[src/rtl/reg_dest_pipe_if.sv]
// reg_dest_pipe_if: ID-stage tags in, stage tags and hazard controls out
interface reg_dest_pipe_if #(parameter int NB_REG = 5, parameter int NB_CNT = 16);
  logic              enable;
  logic              flush;
  logic [NB_REG-1:0] id_rs;
  logic [NB_REG-1:0] id_rt;
  logic [NB_REG-1:0] id_rd;
  logic              id_wr_en;
  logic              id_mem_rd;
  logic              id_uses_rt;
  logic [NB_REG-1:0] id_ex_rs;
  logic [NB_REG-1:0] id_ex_rt;
  logic [NB_REG-1:0] ex_mem_rd;
  logic              ex_mem_wr_en;
  logic [NB_REG-1:0] mem_wb_rd;
  logic              mem_wb_wr_en;
  logic              stall;
  logic              pc_wr_en;
  logic              if_id_wr_en;
  logic [NB_CNT-1:0] stall_count;
  modport master (
    output enable, flush, id_rs, id_rt, id_rd, id_wr_en, id_mem_rd, id_uses_rt,
    input  id_ex_rs, id_ex_rt, ex_mem_rd, ex_mem_wr_en, mem_wb_rd, mem_wb_wr_en,
           stall, pc_wr_en, if_id_wr_en, stall_count
  );
  modport slave (
    input  enable, flush, id_rs, id_rt, id_rd, id_wr_en, id_mem_rd, id_uses_rt,
    output id_ex_rs, id_ex_rt, ex_mem_rd, ex_mem_wr_en, mem_wb_rd, mem_wb_wr_en,
           stall, pc_wr_en, if_id_wr_en, stall_count
  );
endinterface

[src/rtl/reg_dest_pipe.sv]
// reg_dest_pipe: carries register tags through ID/EX, EX/MEM, MEM/WB and
// inserts a one-cycle bubble on load-use hazards
module reg_dest_pipe #(
    parameter int NB_REG = 5,
    parameter int NB_CNT = 16
) (
    input logic i_clock,
    input logic i_reset,
    reg_dest_pipe_if.slave bus
);
    logic [NB_REG-1:0] ie_rs, ie_rt, ie_rd, em_rd, mw_rd;
    logic              ie_wr_en, ie_mem_rd, em_wr_en, mw_wr_en;
    logic [NB_CNT-1:0] cnt;
    logic              hz;

    // a load to $0 never stalls since its value is never consumed
    assign hz = ie_mem_rd && (ie_rd != '0) &&
                (ie_rd == bus.id_rs || (bus.id_uses_rt && ie_rd == bus.id_rt));
    assign bus.stall        = hz && !bus.flush;
    assign bus.pc_wr_en     = bus.enable && !bus.stall;
    assign bus.if_id_wr_en  = bus.enable && !bus.stall;
    assign bus.id_ex_rs     = ie_rs;
    assign bus.id_ex_rt     = ie_rt;
    assign bus.ex_mem_rd    = em_rd;
    assign bus.ex_mem_wr_en = em_wr_en;
    assign bus.mem_wb_rd    = mw_rd;
    assign bus.mem_wb_wr_en = mw_wr_en;
    assign bus.stall_count  = cnt;

    always_ff @(posedge i_clock or negedge i_reset) begin
        if (!i_reset) begin
            {ie_rs, ie_rt, ie_rd, ie_wr_en, ie_mem_rd} <= '0;
            {em_rd, em_wr_en, mw_rd, mw_wr_en}         <= '0;
            cnt                                        <= '0;
        end else if (bus.enable) begin
            em_rd    <= ie_rd;
            em_wr_en <= ie_wr_en;
            mw_rd    <= em_rd;
            mw_wr_en <= em_wr_en;
            if (bus.flush || bus.stall)
                {ie_rs, ie_rt, ie_rd, ie_wr_en, ie_mem_rd} <= '0;
            else
                {ie_rs, ie_rt, ie_rd, ie_wr_en, ie_mem_rd} <=
                    {bus.id_rs, bus.id_rt, bus.id_rd, bus.id_wr_en, bus.id_mem_rd};
            if (bus.stall && !(&cnt))
                cnt <= cnt + 1'b1;
        end
    end
endmodule

[src/flat_wrapper.sv]
// flat-port wrapper written by rule: the top's interface ports become plain ports
module reg_dest_pipe_flat 
#(
    parameter int NB_REG = 5,
    parameter int NB_CNT = 16
)
  (i_clock, i_reset, bus_enable, bus_flush, bus_id_rs, bus_id_rt, bus_id_rd, bus_id_wr_en, bus_id_mem_rd, bus_id_uses_rt, bus_id_ex_rs, bus_id_ex_rt, bus_ex_mem_rd, bus_ex_mem_wr_en, bus_mem_wb_rd, bus_mem_wb_wr_en, bus_stall, bus_pc_wr_en, bus_if_id_wr_en, bus_stall_count);
  reg_dest_pipe_if #(.NB_REG(NB_REG), .NB_CNT(NB_CNT)) bus_i ();
  input logic i_clock;
  input logic i_reset;
  input wire logic [$bits(bus_i.enable)-1:0] bus_enable;
  input wire logic [$bits(bus_i.flush)-1:0] bus_flush;
  input wire logic [$bits(bus_i.id_rs)-1:0] bus_id_rs;
  input wire logic [$bits(bus_i.id_rt)-1:0] bus_id_rt;
  input wire logic [$bits(bus_i.id_rd)-1:0] bus_id_rd;
  input wire logic [$bits(bus_i.id_wr_en)-1:0] bus_id_wr_en;
  input wire logic [$bits(bus_i.id_mem_rd)-1:0] bus_id_mem_rd;
  input wire logic [$bits(bus_i.id_uses_rt)-1:0] bus_id_uses_rt;
  output wire logic [$bits(bus_i.id_ex_rs)-1:0] bus_id_ex_rs;
  output wire logic [$bits(bus_i.id_ex_rt)-1:0] bus_id_ex_rt;
  output wire logic [$bits(bus_i.ex_mem_rd)-1:0] bus_ex_mem_rd;
  output wire logic [$bits(bus_i.ex_mem_wr_en)-1:0] bus_ex_mem_wr_en;
  output wire logic [$bits(bus_i.mem_wb_rd)-1:0] bus_mem_wb_rd;
  output wire logic [$bits(bus_i.mem_wb_wr_en)-1:0] bus_mem_wb_wr_en;
  output wire logic [$bits(bus_i.stall)-1:0] bus_stall;
  output wire logic [$bits(bus_i.pc_wr_en)-1:0] bus_pc_wr_en;
  output wire logic [$bits(bus_i.if_id_wr_en)-1:0] bus_if_id_wr_en;
  output wire logic [$bits(bus_i.stall_count)-1:0] bus_stall_count;
  assign bus_i.enable = bus_enable;
  assign bus_i.flush = bus_flush;
  assign bus_i.id_rs = bus_id_rs;
  assign bus_i.id_rt = bus_id_rt;
  assign bus_i.id_rd = bus_id_rd;
  assign bus_i.id_wr_en = bus_id_wr_en;
  assign bus_i.id_mem_rd = bus_id_mem_rd;
  assign bus_i.id_uses_rt = bus_id_uses_rt;
  assign bus_id_ex_rs = bus_i.id_ex_rs;
  assign bus_id_ex_rt = bus_i.id_ex_rt;
  assign bus_ex_mem_rd = bus_i.ex_mem_rd;
  assign bus_ex_mem_wr_en = bus_i.ex_mem_wr_en;
  assign bus_mem_wb_rd = bus_i.mem_wb_rd;
  assign bus_mem_wb_wr_en = bus_i.mem_wb_wr_en;
  assign bus_stall = bus_i.stall;
  assign bus_pc_wr_en = bus_i.pc_wr_en;
  assign bus_if_id_wr_en = bus_i.if_id_wr_en;
  assign bus_stall_count = bus_i.stall_count;
  reg_dest_pipe #(.NB_REG(NB_REG), .NB_CNT(NB_CNT)) u_core (.i_clock(i_clock), .i_reset(i_reset), .bus(bus_i));
endmodule
[config.mk]
export PLATFORM = sky130hd
export DESIGN_NAME = reg_dest_pipe_flat
export DESIGN_NICKNAME = d
export VERILOG_FILES = /design/src/rtl/reg_dest_pipe_if.sv /design/src/rtl/reg_dest_pipe.sv /design/src/flat_wrapper.sv
export SDC_FILE = /design/constraint.sdc
export NUM_CORES = 1
export LEC_CHECK = 0
export ABC_AREA = 1
export CAP_MARGIN = 20
export CORE_MARGIN = 5
export CORE_UTILIZATION = 42
export CTS_BUF_LIST = sky130_fd_sc_hd__clkbuf_8
export DETAILED_ROUTE_END_ITERATION = 7
export DONT_BUFFER_PORTS = 1
export PLACE_DENSITY = 0.57
export SETUP_SLACK_MARGIN = 0.3
export SYNTH_ARGS = -nofsm -noshare
export SYNTH_HDL_FRONTEND = slang
export SYNTH_SLANG_ARGS = --single-unit
[constraint.sdc]
create_clock -name i_clock -period 2.75 [get_ports i_clock]
set_clock_uncertainty 0.15 [all_clocks]
set_input_delay 0.825 -clock i_clock [delete_from_list [all_inputs] [get_ports i_clock]]
set_output_delay 0.825 -clock i_clock [all_outputs]
set_load 0.02 [all_outputs]
==> metrics.md, run 1 <==
| Metric | Value |
|---|---|
| RSZ-0062 raised after global routing | `true` |
| Max FO, Critical Path | `3` |
| Initial DRC Count | `70` |
| Die width | `86.9 um` |
| Leak | `about 1.4 nW` |
| Setup violators final | `0` |
| Worst-Skew Late Latency | `~0.3 ns` |
| Grt ovf | `0` |
| Synth Register Bits | `45` |
| CP most frequent cell | `nand2_1` |
| HPWL Detailed | `roughly 3900 um` |
| Global-route wire length before repair | `around 10000 um` |
| DRC viols | `0` |
| Clock-pin slew of the registers on the worst-case setup and hold paths | `~0.09 ns` |
| Critical path class | `in -> out` |
| Synth top area cells | `dfrtp_1 (45%), nand2_1 (15%), inv_1 (6.6%)` |
| Synth Flop Type | `dfrtp_1` |
| List of most frequent post-synthesis cells | `nand2_1 (96), dfrtp_1 (45), inv_1 (44)` |
| Cell variety after synth | `29` |
| Vias in the first global route | `2055` |
| Clock Sinks | `45` |
| Worst rel slew slack | `roughly three fifths` |
| Area Overhead vs Synth | `8.77%` |
| Initial Util | `a little over two fifths` |
| Post-Synth Adder-Cell Area | `less than 1%` |
| Mux contribution to synthesized area | `0%` |
| Post-synth top area share | `a little under half` |
| Ordered list of cells on the worst path | `inv_2, nand2_1, nand2_1, nor2_1, nand3_1, nand2_2, nand3_4, nand2_4, inv_8` |
| Worst Hold Class | `in -> async` |
| Vias per cell | `around 5.0` |
| Fin nets | `334` |
| Wire per inst | `15.0 um` |
| Placer Congestion | `0.756` |
| Startpoint types | `input port` |
| # rows | `28` |
| Most frequent cell after synthesis | `nand2_1` |
| Worst R2R Setup Slack | `about 0.60 ns` |
| Final worst path period share | `between 90% and 100%` |
| Status | `completed` |
| Max-cap viol count | `0` |
| Hold_buf cts | `0` |
| Top delay family on crit path | `simple AND/OR/NAND/NOR gates` |
| Worst slew pin tran | `0.575 ns` |
| CTS tree | `built` |
| Setup TNS | `0 ns` |
| Worst Setup End Kind | `primary output` |
| Cell count after synthesis | `between 300 and 400` |
| Mean area per synthesized cell | `roughly 8 um^2` |
| Synth Cell Area | `2480 um^2` |
| CP max stage cell | `nor2_1` |
| Period minus WS final | `2.48 ns` |
| CTS max path bufs | `2` |
| H-tree depth | `2` |
| Peak supply drop | `slightly below 0.2 mV` |
| Fill count | `~600` |
| Pre-antenna DRT Iters | `4` |
| Final Max Tran Viols | `0` |
| Tot GR Track Use | `16.7%` |
| Initial antenna violation count | `0` |
| Fraction of layout cells with a size suffix above 1 | `18.6%` |
| Largest stage delay, worst path | `0.11 ns` |
| Leading area contributor after synthesis | `dfrtp_1` |
| Ant. Diodes | `0` |
| DR vias | `a little under 2000` |
| Async set-reset flop share out of synthesis | `100%` |
| TritonCTS buffer count | `5` |
| Die area | `between 7000 and 8000 um^2` |
| Port buffer count | `0` |
| Complex-gate fraction of the synthesized area | `between 10 and 15%` |
| Largest net degree at the start of global routing | `46` |
| Total Wirelength | `roughly 5800 um` |
| Maximum clock rate | `around 400 MHz` |
| Core area | `5850 um^2` |
| Req. time, crit path | `between 1.5 and 2 ns` |
| EDFF count, synth | `0` |
| Die Height | `roughly 87 um` |
| P per Cell Area | `~520 nW/um^2` |
| Seq/Total Area, Yosys | `a little under half` |
| ANT nets after route | `0` |
| Clk root buf | `clkbuf_8` |
| Largest family of logic cells by synthesized area | `simple AND/OR/NAND/NOR gates` |
| Synth Net Count | `~340` |
| Buf+Inv Stages, Crit Path | `2` |
| I/O pins | `63` |
| Fin. Hold Viols | `0` |
| Ys Warns | `0` |
| Pre-CTS setup slack | `a little under 0.2 ns` |
| Post-Synth Simple-Gate Area | `between 20% and 30%` |
| Critical Path AT | `approximately 1.5 ns` |
| Worst Setup Slack, final | `between 0.2 and 0.3 ns` |
| Xor and xnor area share after synthesis | `between 2 and 2.5%` |
layout by cell type, fill, tap and decap left out, types with 9 or more instances in the layout:
cell type,instances
dfrtp_1,43
inv_1,35
inv_2,9
nand2_1,89
nand2_2,9
nand3_1,14
nand3_2,11
nor2_1,14
o21ai_0,24
o21bai_1,16
state kept, by name, indices dropped and copies added (netlist names), 5 cells and up:
name                    count
u_core.bus.mem_wb_rd        5
u_core.bus.id_ex_rs         5
u_core.bus.stall_count     16
u_core.bus.ex_mem_rd        5
u_core.bus.id_ex_rt         5
u_core.ie_rd                5
layer usage:
metal	vias up	track usage, %	part of all wire (%)
met4	0	3.82	0.50
met3	2	5.49	6.5
li1	975	-	-
met5	-	0	0
met1	905	21.7	47
met2	41	26.8	46
final timing paths:
check                                          startpoint                   endpoint  depth (start not counted)
worst min-delay path                              i_reset            u_core.ie_rd[1]                          0
worst max register to register  u_core.bus.stall_count[0]  u_core.bus.stall_count[7]                          9
min in group i_clock                      u_core.ie_wr_en    u_core.bus.ex_mem_wr_en                          2
worst max-delay path                         bus_id_rs[3]               bus_pc_wr_en                          9
worst min register to register            u_core.ie_wr_en    u_core.bus.ex_mem_wr_en                          2
max in group asynchronous                         i_reset  u_core.bus.stall_count[2]                          0
cell type report:
class	instances	area [um^2]	share of cell area [%]
Clock buffer	5	68.8	2.55
Clock inverter	3	42.5	1.57
Inverter	52	245	9.08
Multi-Input combinational cell	204	1100	40.7
Sequential cell	45	1130	41.8
Tap cell	75	93.8	3.47
Timing Repair Buffer	3	22.5	0.834
per-stage QoR:
step / utilization, % / area, um^2 / hold WS (ns) / power, mW / instances
2_1_floorplan: - / 2510 / 0.300 / 0.880 / 313
3_3_place_gp: 43.2 / 2520 / 0.311 / 0.892 / 376
3_5_place_dp: 43.2 / 2520 / 0.321 / 0.894 / 376
4_1_cts: 46.0 / 2690 / 0.0457 / 1.41 / 386
5_1_grt: 46.2 / 2700 / 0.0301 / 1.46 / 387
6_report: 46.2 / 2700 / 0.0552 / 1.39 / 387
what timing repair did:
action,in CTS,in global routing
endpoints found under the setup margin,3,3
resized for setup,22,1
pin swaps,9,3
setup buffers,2,1
logic make-up (layout without fill, tap and decap cells):
group	Yosys count	after routing
AND/OR/NAND/NOR	151	151
flip-flops	45	45
adder cells (fa/ha/maj)	1	1
XOR/XNOR	6	6
AO/OA/AOI/OAI	46	46
buffers and inverters	64	63
power by group:
group          switching, mW  internal, mW
Sequential            0.0717         0.701
Combinational         0.0710        0.0447
Clock                  0.235         0.269
Total                  0.377          1.01
Power figures use the tool's default switching activity.
==> inputs of run 2 (changes only) <==
ABC_CLOCK_PERIOD_IN_PS = 2750   (was not set)
DONT_BUFFER_PORTS = not set   (was 1)
PLACE_DENSITY = 0.71   (was 0.57)
RECOVER_POWER = 25   (was not set)
==> metrics.md, run 2 (synthesis results as in run 1) <==
| Metric | Value |
|---|---|
| TritonCTS buffer count | `5 (unchanged)` |
| Worst Setup End Kind | `primary output` |
| Initial DRC Count | `124 (+77%)` |
| Worst slew pin tran | `1.15 ns (+0.577 ns)` |
| Port buffer count | `62 (+62)` |
| Final worst path period share | `97.1% (+7.0 points)` |
| Ant. Diodes | `0 (unchanged)` |
| Final Max Tran Viols | `0 (unchanged)` |
| Grt ovf | `0 (unchanged)` |
| Initial antenna violation count | `0 (unchanged)` |
| Worst Setup Slack, final | `0.0801 ns (-0.193 ns)` |
| Total power | `1.45 mW (+3.9%)` |
| Worst Hold Class | `reg -> reg` |
| Die width | `86.9 um (unchanged)` |
| Die area | `7550 um^2 (unchanged)` |
| Post-DP Area | `3270 um^2 (+29%)` |
| Fraction of layout cells with a size suffix above 1 | `23.6% (+5.0 points)` |
| Pre-antenna DRT Iters | `4 (unchanged)` |
| RR Startpoint | `u_core.bus.stall_count[0]` |
| Setup TNS | `0 ns (unchanged)` |
| CTS max path bufs | `2 (unchanged)` |
| Vias in the first global route | `2127 (+3.5%)` |
| Worst Hold Slack | `0.339 ns (+0.283 ns)` |
| Status | `completed` |
| P per Cell Area | `423 nW/um^2 (-18%)` |
| Worst setup path end | `bus_if_id_wr_en` |
| Largest register FFs | `16 (unchanged)` |
| Area Overhead vs Synth | `37.6%` |
| Placer Congestion | `0.843 (+11%)` |
| Global-route wire length before repair | `10100 um (+0.69%)` |
| Met3 Use GR | `1.80% (-3.7 points)` |
| CTS tree | `built` |
| HPWL Detailed | `4290 um (+11%)` |
| Vias per cell | `4.80 (-3.3%)` |
| Initial Util | `42.5% (unchanged)` |
| Largest net degree at the start of global routing | `46 (unchanged)` |
| Commonest cells after routing, fill and taps aside | `nand2_1 (88), dfrtp_1 (45), clkdlybuf4s50_1 (44)` |
| DR vias | `2215 (+15%)` |
| I/O pins | `63 (unchanged)` |
| Wire per inst | `13.0 um (-13%)` |
| Worst-Skew Late Latency | `0.30 ns (about the same)` |
| Commonest non-fill, non-tap cell in the layout | `nand2_1` |
| Peak supply drop | `0.258 mV (+34%)` |
| Worst rel slew slack | `23.2% (-38 points)` |
| Die Height | `86.9 um (unchanged)` |
| DRC viols | `0 (unchanged)` |
| Pre-CTS setup slack | `-0.861 ns (-1.06 ns)` |
| Core area | `5850 um^2 (unchanged)` |
| ANT nets after route | `0 (unchanged)` |
| GR Util met1 | `23.1% (+1.3 points)` |
| Clk root buf | `clkbuf_8` |
| Crit path from | `bus_id_rs[3]` |
| Placed Cells | `452 (+20%)` |
| Tot GR Track Use | `16.7% (about the same)` |
| Met2 Resource Use GR | `26.8% (-0.069 points)` |
| Finished Core Util | `58.4% (+12 points)` |
| Max-cap viol count | `0 (unchanged)` |
| RR Endpoint | `u_core.bus.stall_count[7]` |
| Maximum clock rate | `375 MHz (-7.2%)` |
| Max FO, Critical Path | `3 (unchanged)` |
| Total Wirelength | `6000 um (+3.2%)` |
| Worst R2R Setup Slack | `0.72 ns (+0.12 ns)` |
| Clock-pin slew of the registers on the worst-case setup and hold paths | `0.10 ns (about the same)` |
| RSZ-0062 raised after global routing | `true` |
| Worst r2r path cells | `9 (unchanged)` |
| Req. time, crit path | `1.78 ns (about the same)` |
| Critical path class | `in -> out` |
| Startpoint types | `input port` |
| Setup violators final | `0 (unchanged)` |
| Critical Path AT | `1.69 ns (+0.19 ns)` |
| Clock Sinks | `45 (unchanged)` |
| # rows | `28 (unchanged)` |
| H-tree depth | `2 (unchanged)` |
| Finished Cell Area | `3420 um^2 (+27%)` |
| Fin nets | `408 (+22%)` |
| Hold_buf cts | `0 (unchanged)` |
| Top Usage Layer GRT | `met2` |
| Fin. Hold Viols | `0 (unchanged)` |
| Period minus WS final | `2.67 ns (+0.193 ns)` |
| Leak | `1.74 nW (+24%)` |
| Final non-filler cell total | `461 (+19%)` |
==> run 2: how the worst min path moves through the flow <==
stage                                        from                       to  slack [ns]  cells after the start
after detailed placement  u_core.bus.mem_wb_rd[0]  u_core.bus.mem_wb_rd[0]        0.32                      2
after global routing       u_core.bus.id_ex_rs[0]   u_core.bus.id_ex_rs[0]        0.37                      2
after global placement    u_core.bus.mem_wb_rd[3]  u_core.bus.mem_wb_rd[3]        0.32                      2
final                     u_core.bus.mem_wb_rd[3]  u_core.bus.mem_wb_rd[3]        0.34                      2
after CTS                 u_core.bus.mem_wb_rd[0]  u_core.bus.mem_wb_rd[0]        0.35                      2
after floorplan                  u_core.ie_mem_rd         u_core.ie_mem_rd        0.30                      2
==> run 2: report_power, final <==
group / total [mW] / switching (mW) / internal [mW]
sequential: 0.727 / 0.0263 / 0.700
combinational: 0.301 / 0.165 / 0.136
clock: 0.419 / 0.239 / 0.181
total: 1.45 / 0.430 / 1.02
==> run 2: timing repair <==
item / CTS / global route
endpoints found under the setup margin: 19 / 4
buffers inserted: 0 / 1
pin swaps: 13 / 15
cloned: 0 / 0
gates resized for setup: 75 / 22
==> run 2: metal layers <==
layer	wire, um	vias to the layer above
met5	0	-
met4	100	0
met3	191	8
met2	2840	46
met1	2860	1036
li1	-	1125
==> run 2: layout make-up <==
class | count | area [um^2]
well taps | 75 | 93.8
multi-input cells | 204 | 1120
clock buffers | 5 | 68.8
inverters | 52 | 220
repair buffers | 77 | 764
clock inverters | 3 | 22.5
flip-flops and latches | 45 | 1130
fillers | 542 | 2430
==> run 2: critical path: stages <==
cell and delay [ns]:
buf_4 0.12, nand2_1 0.05, nand2_1 0.05, nor2_1 0.09, nand3_1 0.12, nand2_4 0.11
nand3_4 0.08, nand2_2 0.09, inv_4 0.04, buf_6 0.12
==> edit (settings of run 1) <==
Reset style: synchronous (`i_reset`), changed in one clocked block.
--- a/src/rtl/reg_dest_pipe.sv
+++ b/src/rtl/reg_dest_pipe.sv
@@ -29,3 +29,3 @@
 
-    always_ff @(posedge i_clock or negedge i_reset) begin
+    always_ff @(posedge i_clock) begin
         if (!i_reset) begin
Behaviour: differs if i_reset is asserted again (counterexample within 4 cycles, from zero or initial values and one cycle with i_reset low); with i_reset held inactive, the same outputs for 10 cycles.
==> edit against run 1 <==
First-iteration DRC count is 29% lower. Setup slack improved by 0.019 ns. Sequential cell count is the same. Design area down 12%. Area after synthesis decreased by 14%. Routed wire length down 9.6%. Total power fell by 6.3%. Core utilization up 1.3 points.
==> edit: results (changes against run 1) <==
Route
  • Initial DRC count: 50 (-29%)
  • Via count: 1920 (-0.16%)
  • Post-DR wirelength/cell: 13.8 um (-7.9%)
  • Drt pass-1 iters: 4 (unchanged)

Synth
  • Compound-Gate Fraction of Synth Area: 11.9% (+0.75 points)
  • Adder-cell share of the synthesized area: 0.585% (+0.082 points)
  • Mux cell area share after synthesis: 0% (unchanged)
  • Yosys cell types: 25 (-14%)
  • Top post-synthesis cells by area: dfxtp_1 42%, nand2_1 12%, nand3_1 9.1%
  • Synthesized Nets: 337 (+0.30%)
  • Top cells by count, synth: 70 x nand2_1, 49 x nor2_1, 45 x dfxtp_1
  • Post-synthesis xor/xnor area fraction: 0.410% (-1.7 points)
  • Yosys warns: 0 (unchanged)
  • Post-synth ARST share: 0% (-100 points)
  • Register area share after synthesis: 42.2% (-3.2 points)

Pwr
  • Max IR drop VDD: 0.321 mV (+67%)
  • P_leak: 0.936 nW (-33%)

Worst setup path
  • CP top delay family: simple AND/OR/NAND/NOR gates
  • CP max stage cell: nand2_4
  • Crit-path max cell delay: 0.11 ns (about the same)
  • Worst Path Max Fanout: 3 (unchanged)
  • Crit path arrival time: 1.48 ns (-0.02 ns)

Global route
  • Initial antenna violation count: 0 (unchanged)
  • First-pass GRT wire length: 8.38 mm (-16%)
  • GRT Overall Usage: 16.4% (-0.30 points)
  • Number of global-route vias before repair: 1768 (-14%)
  • Largest net degree at the start of global routing: 45 (-2.2%)

Cells and area
  • Share of layout cells above drive strength 1: 15.2% (-3.4 points)
  • Max reg flops: 16 (unchanged)
  • Nets: 332 (-0.60%)
  • Antenna diodes: 0 (unchanged)
  • FILL cells: 555 (-6.7%)

Worst hold path
  • Hold/Removal Path Class: flop to flop

Placement
  • Routability Congestion: 0.758 (+0.26%)
  • Post-DP Area: 2180 um2 (-14%)
  • Detail Placement HPWL: 3.64 mm (-5.8%)
  • IO buf count: 0 (unchanged)

CTS
  • # clock sinks: 45 (unchanged)
  • H-tree depth: 2 (unchanged)
  • Worst-path clk slew: 0.09 ns (about the same)
  • Clock Latency Late Sink: 0.30 ns (about the same)
  • CTS buffer count: 5 (unchanged)
  • Root Buffer: clkbuf_8
  • Clock Path Buffers: 2 (unchanged)

Outcome
  • Status: finished, final reports clean

STA
  • Slew HR: 60.6% (-0.96 points)
edit: cell count changes in the layout (fill, tap and decap cells not counted), sizes merged, moves of 2 or more:
cell	delta
nand3	+14
o21ai	-11
o21bai	-16
dfrtp	-45
nand2	-28
o22ai	-5
dfxtp	+45
inv	-25
nand4	+2
xor2	-5
nor2	+32
a21oi	+36
edit: cells by family (layout without fill, tap and decap cells):
| family | Yosys count | after routing |
|---|---|---|
| AOI/OAI and AO/OA | 50 | 50 |
| xor gates and xnor gates | 1 | 1 |
| adders and majority gates | 1 | 1 |
| buffers and inverters | 45 | 41 |
| DFF | 45 | 45 |
| and+or+nand+nor | 172 | 172 |
edit: metal layers:
layer  GRT usage [%]  up-vias  share of wire, %
met5               0        -                 0
met4            4.56        0               1.2
met3            6.10        6               6.5
met2            28.3       42                50
met1            18.7      869                42
li1                -     1003                 -
edit: metrics by stage:
stage	hold slack (ns)	instances	worst slack, ns
6_report	0.320	380	0.292
5_1_grt	0.354	380	0.225
4_1_cts	0.321	379	0.260
3_5_place_dp	0.306	370	0.193
3_3_place_gp	0.303	370	0.196
2_1_floorplan	0.294	314	0.199
edit: layout make-up:
type	count	area (um2)	share of cell area [%]
multi-input cells	224	1080	45.6
flip-flops and latches	45	910	38.3
inverters	29	151	6.37
well taps	70	87.6	3.69
clock buffers	5	68.8	2.90
clock inverters	3	46.3	1.95
repair buffers	4	30.0	1.26
edit: path summary, 6_finish.rpt:
kind,start,end,slack (ns),cells past startpoint
max,bus_id_rt[4],bus_pc_wr_en,0.29,9
min,u_core.ie_wr_en$_SDFFE_PN0P_,u_core.ie_wr_en$_SDFFE_PN0P_,0.32,2
max reg2reg,u_core.bus.stall_count[0]$_SDFFE_PN0P_,u_core.bus.stall_count[15]$_SDFFE_PN0P_,0.73,8
min reg2reg,u_core.ie_wr_en$_SDFFE_PN0P_,u_core.ie_wr_en$_SDFFE_PN0P_,0.32,2
edit: worst min-delay path, stage by stage, from the launching register on:
cell and delay [ns]:
dfxtp_1 0.32, nand2_1 0.06, a21oi_1 0.05
edit: what timing repair did:
action | CTS | global route
hold buffers | 0 | 0
cloned | 0 | 0
gates resized for setup | 9 | 18
hold endpoints to repair | 0 | 0
setup endpoints to repair | 3 | 3
setup buffers | 1 | 1
pin swaps | 4 | 11
edit: report_power, final:
part	total, W	switching, W	internal (W)
combinational	0.0000874	0.0000512	0.0000363
sequential	0.000706	0.0000354	0.000671
clock	0.000511	0.000239	0.000272
total	0.00131	0.000326	0.000979
